**src/rtl/aes_stream_pkg.sv**
```systemverilog
// Shared types and constants for the AES byte-stream controller.
//   state_t      : controller FSM states
//   shift_mode_t : operating mode of aes_byte_shifter
package aes_stream_pkg;

  localparam int unsigned BLOCK_BYTES = 16;
  localparam int unsigned BYTE_W      = 8;
  localparam int unsigned BLOCK_W     = BLOCK_BYTES * BYTE_W;

  typedef enum logic [2:0] {
    IDLE,
    CRST,
    GAP,
    LOAD,
    WAIT,
    CAPT,
    DONE
  } state_t;

  // A left shift by one byte serves both directions: the MSB byte leaves
  // (shift-out) while the fill byte enters at the LSB (shift-in).
  typedef enum logic [1:0] {
    SH_HOLD,
    SH_LOAD,
    SH_SHIFT
  } shift_mode_t;

endpackage

```
**src/rtl/aes_byte_shifter.sv**
```systemverilog
// 128-bit register with parallel load and byte-wise left shift.
//   clk, rst : clock, async active-high reset (clears q)
//   mode     : hold / parallel load / shift left one byte
//   load_val : parallel load value
//   fill     : byte entering at the LSB on a shift
//   q        : register contents; q[127:120] is the next byte out
module aes_byte_shifter
  import aes_stream_pkg::*;
(
  input  logic               clk,
  input  logic               rst,
  input  shift_mode_t        mode,
  input  logic [BLOCK_W-1:0] load_val,
  input  logic [BYTE_W-1:0]  fill,
  output logic [BLOCK_W-1:0] q
);

  always_ff @(posedge clk or posedge rst) begin
    if (rst) begin
      q <= '0;
    end else begin
      case (mode)
        SH_LOAD:  q <= load_val;
        SH_SHIFT: q <= {q[BLOCK_W-BYTE_W-1:0], fill};
        default:  q <= q;
      endcase
    end
  end

endmodule

```
**src/rtl/aes_byte_stream_ctrl.sv**
```systemverilog
// Feeds the 8-bit serial AES core from 128-bit key/plaintext registers and
// reassembles its 16 serial output bytes into a 128-bit ciphertext.
//   clk, rst        : clock, async active-high reset
//   start           : one-cycle request, honoured only in IDLE
//   key, pt         : cipher key / plaintext, MSB byte sent first
//   busy, done, err : status; done is a one-cycle pulse, err is sticky
//   ct              : ciphertext, first captured byte lands in ct[127:120]
//   core_rst        : core reset, held high whenever the controller is idle
//   core_key        : key byte stream to the core
//   core_din        : plaintext byte stream to the core
//   core_dout       : ciphertext byte stream from the core
//   core_vld        : core output valid
module aes_byte_stream_ctrl
  import aes_stream_pkg::*;
#(
  parameter int unsigned LOAD_DELAY = 4,
  parameter int unsigned TIMEOUT    = 1024,
  parameter int unsigned CNT_W      = 11
) (
  input  logic               clk,
  input  logic               rst,
  input  logic               start,
  input  logic [BLOCK_W-1:0] key,
  input  logic [BLOCK_W-1:0] pt,
  output logic               busy,
  output logic               done,
  output logic               err,
  output logic [BLOCK_W-1:0] ct,
  output logic               core_rst,
  output logic [BYTE_W-1:0]  core_key,
  output logic [BYTE_W-1:0]  core_din,
  input  logic [BYTE_W-1:0]  core_dout,
  input  logic               core_vld
);

  state_t             state;
  logic [CNT_W-1:0]   cnt;
  logic [BLOCK_W-1:0] key_q;
  logic [BLOCK_W-1:0] pt_q;
  shift_mode_t        src_mode;
  shift_mode_t        ct_mode;
  logic               accept;
  logic               gap_end;
  logic               load_last;
  logic               wait_to;
  logic               capt_last;

  // State-exit decodes and shifter control.
  always_comb begin
    accept    = (state == IDLE) && start;
    // A zero LOAD_DELAY still leaves one GAP cycle.
    gap_end   = (state == GAP) && ((32'(cnt) + 32'd1) >= LOAD_DELAY);
    load_last = (state == LOAD) && (cnt == CNT_W'(BLOCK_BYTES - 1));
    wait_to   = (state == WAIT) && !core_vld && (cnt == CNT_W'(TIMEOUT - 1));
    // Byte 0 is taken in WAIT, so CAPT covers the remaining 15.
    capt_last = (state == CAPT) && (cnt == CNT_W'(BLOCK_BYTES - 2));

    src_mode = SH_HOLD;
    if (accept) begin
      src_mode = SH_LOAD;
    end else if (gap_end || ((state == LOAD) && !load_last)) begin
      src_mode = SH_SHIFT;
    end

    ct_mode = SH_HOLD;
    if (accept) begin
      ct_mode = SH_LOAD;
    end else if (((state == WAIT) && core_vld) || (state == CAPT)) begin
      ct_mode = SH_SHIFT;
    end
  end

  aes_byte_shifter u_key_sr (
    .clk      (clk),
    .rst      (rst),
    .mode     (src_mode),
    .load_val (key),
    .fill     ('0),
    .q        (key_q)
  );

  aes_byte_shifter u_pt_sr (
    .clk      (clk),
    .rst      (rst),
    .mode     (src_mode),
    .load_val (pt),
    .fill     ('0),
    .q        (pt_q)
  );

  // ct clears to zero on an accepted start and fills from the LSB side.
  aes_byte_shifter u_ct_sr (
    .clk      (clk),
    .rst      (rst),
    .mode     (ct_mode),
    .load_val ('0),
    .fill     (core_dout),
    .q        (ct)
  );

  // Controller FSM with registered outputs.
  always_ff @(posedge clk or posedge rst) begin
    if (rst) begin
      state    <= IDLE;
      cnt      <= '0;
      busy     <= 1'b0;
      done     <= 1'b0;
      err      <= 1'b0;
      core_rst <= 1'b1;
      core_key <= '0;
      core_din <= '0;
    end else begin
      done     <= 1'b0;
      core_key <= '0;
      core_din <= '0;
      cnt      <= (&cnt) ? cnt : cnt + CNT_W'(1);

      // The byte presented this cycle is the one the shifter drops.
      if (src_mode == SH_SHIFT) begin
        core_key <= key_q[BLOCK_W-1 -: BYTE_W];
        core_din <= pt_q[BLOCK_W-1 -: BYTE_W];
      end

      case (state)
        IDLE: begin
          if (start) begin
            state <= CRST;
            cnt   <= '0;
            busy  <= 1'b1;
            err   <= 1'b0;
          end
        end
        CRST: begin
          state    <= GAP;
          cnt      <= '0;
          core_rst <= 1'b0;
        end
        GAP: begin
          if (gap_end) begin
            state <= LOAD;
            cnt   <= '0;
          end
        end
        LOAD: begin
          if (load_last) begin
            state <= WAIT;
            cnt   <= '0;
          end
        end
        WAIT: begin
          if (core_vld) begin
            state <= CAPT;
            cnt   <= '0;
          end else if (wait_to) begin
            state    <= IDLE;
            cnt      <= '0;
            err      <= 1'b1;
            busy     <= 1'b0;
            core_rst <= 1'b1;
          end
        end
        CAPT: begin
          if (capt_last) begin
            state <= DONE;
            cnt   <= '0;
            done  <= 1'b1;
          end
        end
        DONE: begin
          state    <= IDLE;
          cnt      <= '0;
          busy     <= 1'b0;
          core_rst <= 1'b1;
        end
        default: begin
          state    <= IDLE;
          cnt      <= '0;
          busy     <= 1'b0;
          core_rst <= 1'b1;
        end
      endcase
    end
  end

endmodule

```
**config.mk**
```make
export PLATFORM = sky130hd
export DESIGN_NAME = aes_byte_stream_ctrl
export DESIGN_NICKNAME = d
export VERILOG_FILES = /design/src/rtl/aes_stream_pkg.sv /design/src/rtl/aes_byte_shifter.sv /design/src/rtl/aes_byte_stream_ctrl.sv
export SDC_FILE = /design/constraint.sdc
export NUM_CORES = 1
export LEC_CHECK = 0
export CORE_MARGIN = 2
export CORE_UTILIZATION = 50
export CTS_CLUSTER_SIZE = 30
export DETAILED_ROUTE_END_ITERATION = 16
export PLACE_DENSITY = 0.78
export SYNTH_ARGS = -nofsm -noshare
export SYNTH_HDL_FRONTEND = slang
export SYNTH_SLANG_ARGS = --single-unit
export TNS_END_PERCENT = 5
```
**constraint.sdc**
```tcl
create_clock -name clk -period 35.2 [get_ports clk]
set_input_delay 5.28 -clock clk [delete_from_list [all_inputs] [get_ports clk]]
set_output_delay 5.28 -clock clk [all_outputs]
set_load 0.02 [all_outputs]
```
==> results.cfg <==
[synth]
syn-num-nets = 1854
synth_commonest_cells = dfrtp_1 (417), nand2_1 (298), and2_1 (256)
synthArstFlopShare_pct = 100
yosysMostFrequentCell = dfrtp_1
synth_area_per_cell_sq_um = 11.1
synth_top_area_share_pct = 59.4
yosys.area.top_type = dfrtp_1
ys_ff_latch = 418
ys_seq_area_share_pct = 59.5
ys.flop_type = dfrtp_1
synth_warnings = 0
netlist_area_sq_mm = 0.0176
synth_edf_count = 0
synth_cell_types = 43
netlist_instances = 1584
ys_top_cells_by_area = dfrtp_1 (59%), a221o_1 (14%), and2_1 (9.1%)

[sta]
finalSetupViolCount = 0
rsz0062_at_grt = false
hold_viol_final = 0
finalCritPeriodShare_pct = 25.5
fmax_mhz = 112
slew_violations = 0
min_period_ps = 8960
fin_skew_ps = 13.5
tightest_slew_ps = 1150
finalSetupTns_ps = 0
slew_headroom_pct = 23.3

[power_and_ir_drop]
p_total_uw = 990
p_per_area_mw_per_mm2 = 42.5
leakage_nw = 11.1
vdd_drop_max_v = 0.0000374

[worst_hold_path]
whs_path_depth = 1
holdPathEnd = core_din[5]$_DFF_PP0_
hold_start = u_pt_sr.q[125]$_DFFE_PP0P_
hp-class = flop to flop

[cts]
cts_made_buffers = 44
insertion_delay_ps = 550
clock_path_buffers = 3
ctsResizeCount = 0
post_cts_hold_buffer_count = 0
clock-sinks = 418
cts_tree = built
cts-htree-levels = 2
clk_pin_slew_ps = 60
post_cts_buffers = 0
root_buffer = clkbuf_16

[drt]
drc = 0
postRouteAntennaNets = 0
via_per_inst = 5.80
vias = 14000
dr.pass1.iters = 5
drt-wirelength-per-cell_um = 20.7
wl_um = 50000
drtIter0Drc = 1141

[run_status]
status = finished clean

[cells_and_area]
area_growth_pct = 32.3
fill_cells = 2603
drive_above_1_share_pct = 4.71
layout.nets = 2193

[critical_path]
timing.rr.end = u_key_sr.q[111]$_DFFE_PP0P_
startpoint_type = primary input
rr_worst_depth = 9
worstPathArrival_ps = 9430
r2r_slack_ps = 30280
endpoint_kind = flop
reg2reg_from = cnt[0]$_DFF_PP0_
critical_path.max_fanout = 106
path_class = primary input to flop
crit_required_ps = 35670

[global_route]
grt_max_degree = 258
grt_pass1_wl_um = 76900
grt.total_usage_pct = 26.8
grt_pass1_vias = 13900
antenna_found_initial = 6
globalRouteOverflowTotal = 0

[floorplan]
die_y_um = 192
die-area_sq_mm = 0.0367
design.core.area_sq_mm = 0.0345
rows = 68
pin_count = 416
die_w_um = 192
start_util_pct = 50.9

[placement]
gp_congestion = 0.863
io_buffers = 415
hpwl_um = 32500

[job]
drv_cap = 0
-- sequential cells by signal, indices dropped and copies added, names as in the netlist --
name and flops:
u_ct_sr.q 128, u_key_sr.q 128, u_pt_sr.q 128, cnt 11
core_din 8, core_key 8, state 3, busy 1
core_rst 1, done 1, err 1
-- area by class of cell --
| type | count | area [sq um] | area share [%] |
|---|---|---|---|
| clock inverter | 12 | 146 | 0.629 |
| timing repair buffer | 427 | 4270 | 18.4 |
| tap | 455 | 569 | 2.45 |
| clock buffer | 66 | 1310 | 5.61 |
| antenna | 6 | 15.0 | 0.0645 |
| inverter | 7 | 33.8 | 0.145 |
| multi-input combinational | 1025 | 6460 | 27.8 |
| sequential | 418 | 10500 | 45.0 |
-- metal layers --
layer / track usage [%] / vias up / share of wire [%]
li1: - / 6317 / -
met1: 34.0 / 7092 / 40
met2: 42.9 / 520 / 48
met3: 9.09 / 86 / 9.5
met4: 9.11 / 2 / 2.9
met5: 0 / - / 0.018
-- worst max path at each step --
stage,startpoint,end,slack (ps),cells past startpoint
floorplan,rst,busy$_DFFE_PP0P_,18290,1
global placement,start,u_key_sr.q[74]$_DFFE_PP0P_,25860,6
detailed placement,start,u_key_sr.q[99]$_DFFE_PP0P_,25780,6
CTS,start,u_pt_sr.q[89]$_DFFE_PP0P_,26350,6
global route,start,u_key_sr.q[111]$_DFFE_PP0P_,26040,6
finish,start,u_key_sr.q[111]$_DFFE_PP0P_,26240,6
-- where the power goes --
part / internal, mW / total, mW / switching [mW]
Clock: 0.278 / 0.466 / 0.188
Combinational: 0.0272 / 0.0428 / 0.0156
Sequential: 0.481 / 0.481 / 0.000442
-- critical path, cell delays in order --
cell and delay (ps):
clkdlybuf4s50_1 480, nand3_4 690, o211a_4 770, buf_4 740, buf_4 960, a221o_1 300
-- kinds of logic after synthesis --
| logic type | Yosys count | share of synthesized area (%) |
|---|---|---|
| DFF | 418 | 59.5 |
| adders and majority gates | 2 | 0.142 |
| and+or+nand+nor | 721 | 20.3 |
| buffers and inverters | 141 | 4.03 |
| AOI/OAI and AO/OA | 295 | 15.7 |
| xor gates and xnor gates | 7 | 0.349 |
-- placed cells by master (no fill, tap or decap), drive strengths merged, types with 3 or more instances in the layout --
| cell | Yosys | routed |
|---|---|---|
| buf | 57 | 12 |
| xnor2 | 5 | 5 |
| clkdlybuf4s50 | 0 | 415 |
| clkinv | 0 | 6 |
| clkbuf | 77 | 66 |
| nor2 | 14 | 14 |
| and3 | 3 | 3 |
| diode | 0 | 6 |
| inv | 7 | 10 |
| and2 | 256 | 256 |
| nor3 | 3 | 3 |
| a21oi | 14 | 14 |
| nand2 | 298 | 298 |
| a221o | 240 | 240 |
| o21ai | 24 | 24 |
| nand3 | 134 | 134 |
| bufinv | 0 | 3 |
| dfrtp | 417 | 417 |
-- through the flow --
step                      hold WS (ps)  cells  setup slack (ps)  util, %  area, sq um
final                              489   2416             26240     67.3        23300
after global routing               507   2414             26040     67.3        23300
after floorplan                    455   1584             18290        -        17600
after CTS                          487   2410             26350     67.3        23200
after detailed placement           472   2332             25780     63.1        21800
after global placement             472   2332             25860     63.1        21800
Power figures use the tool's default switching activity.
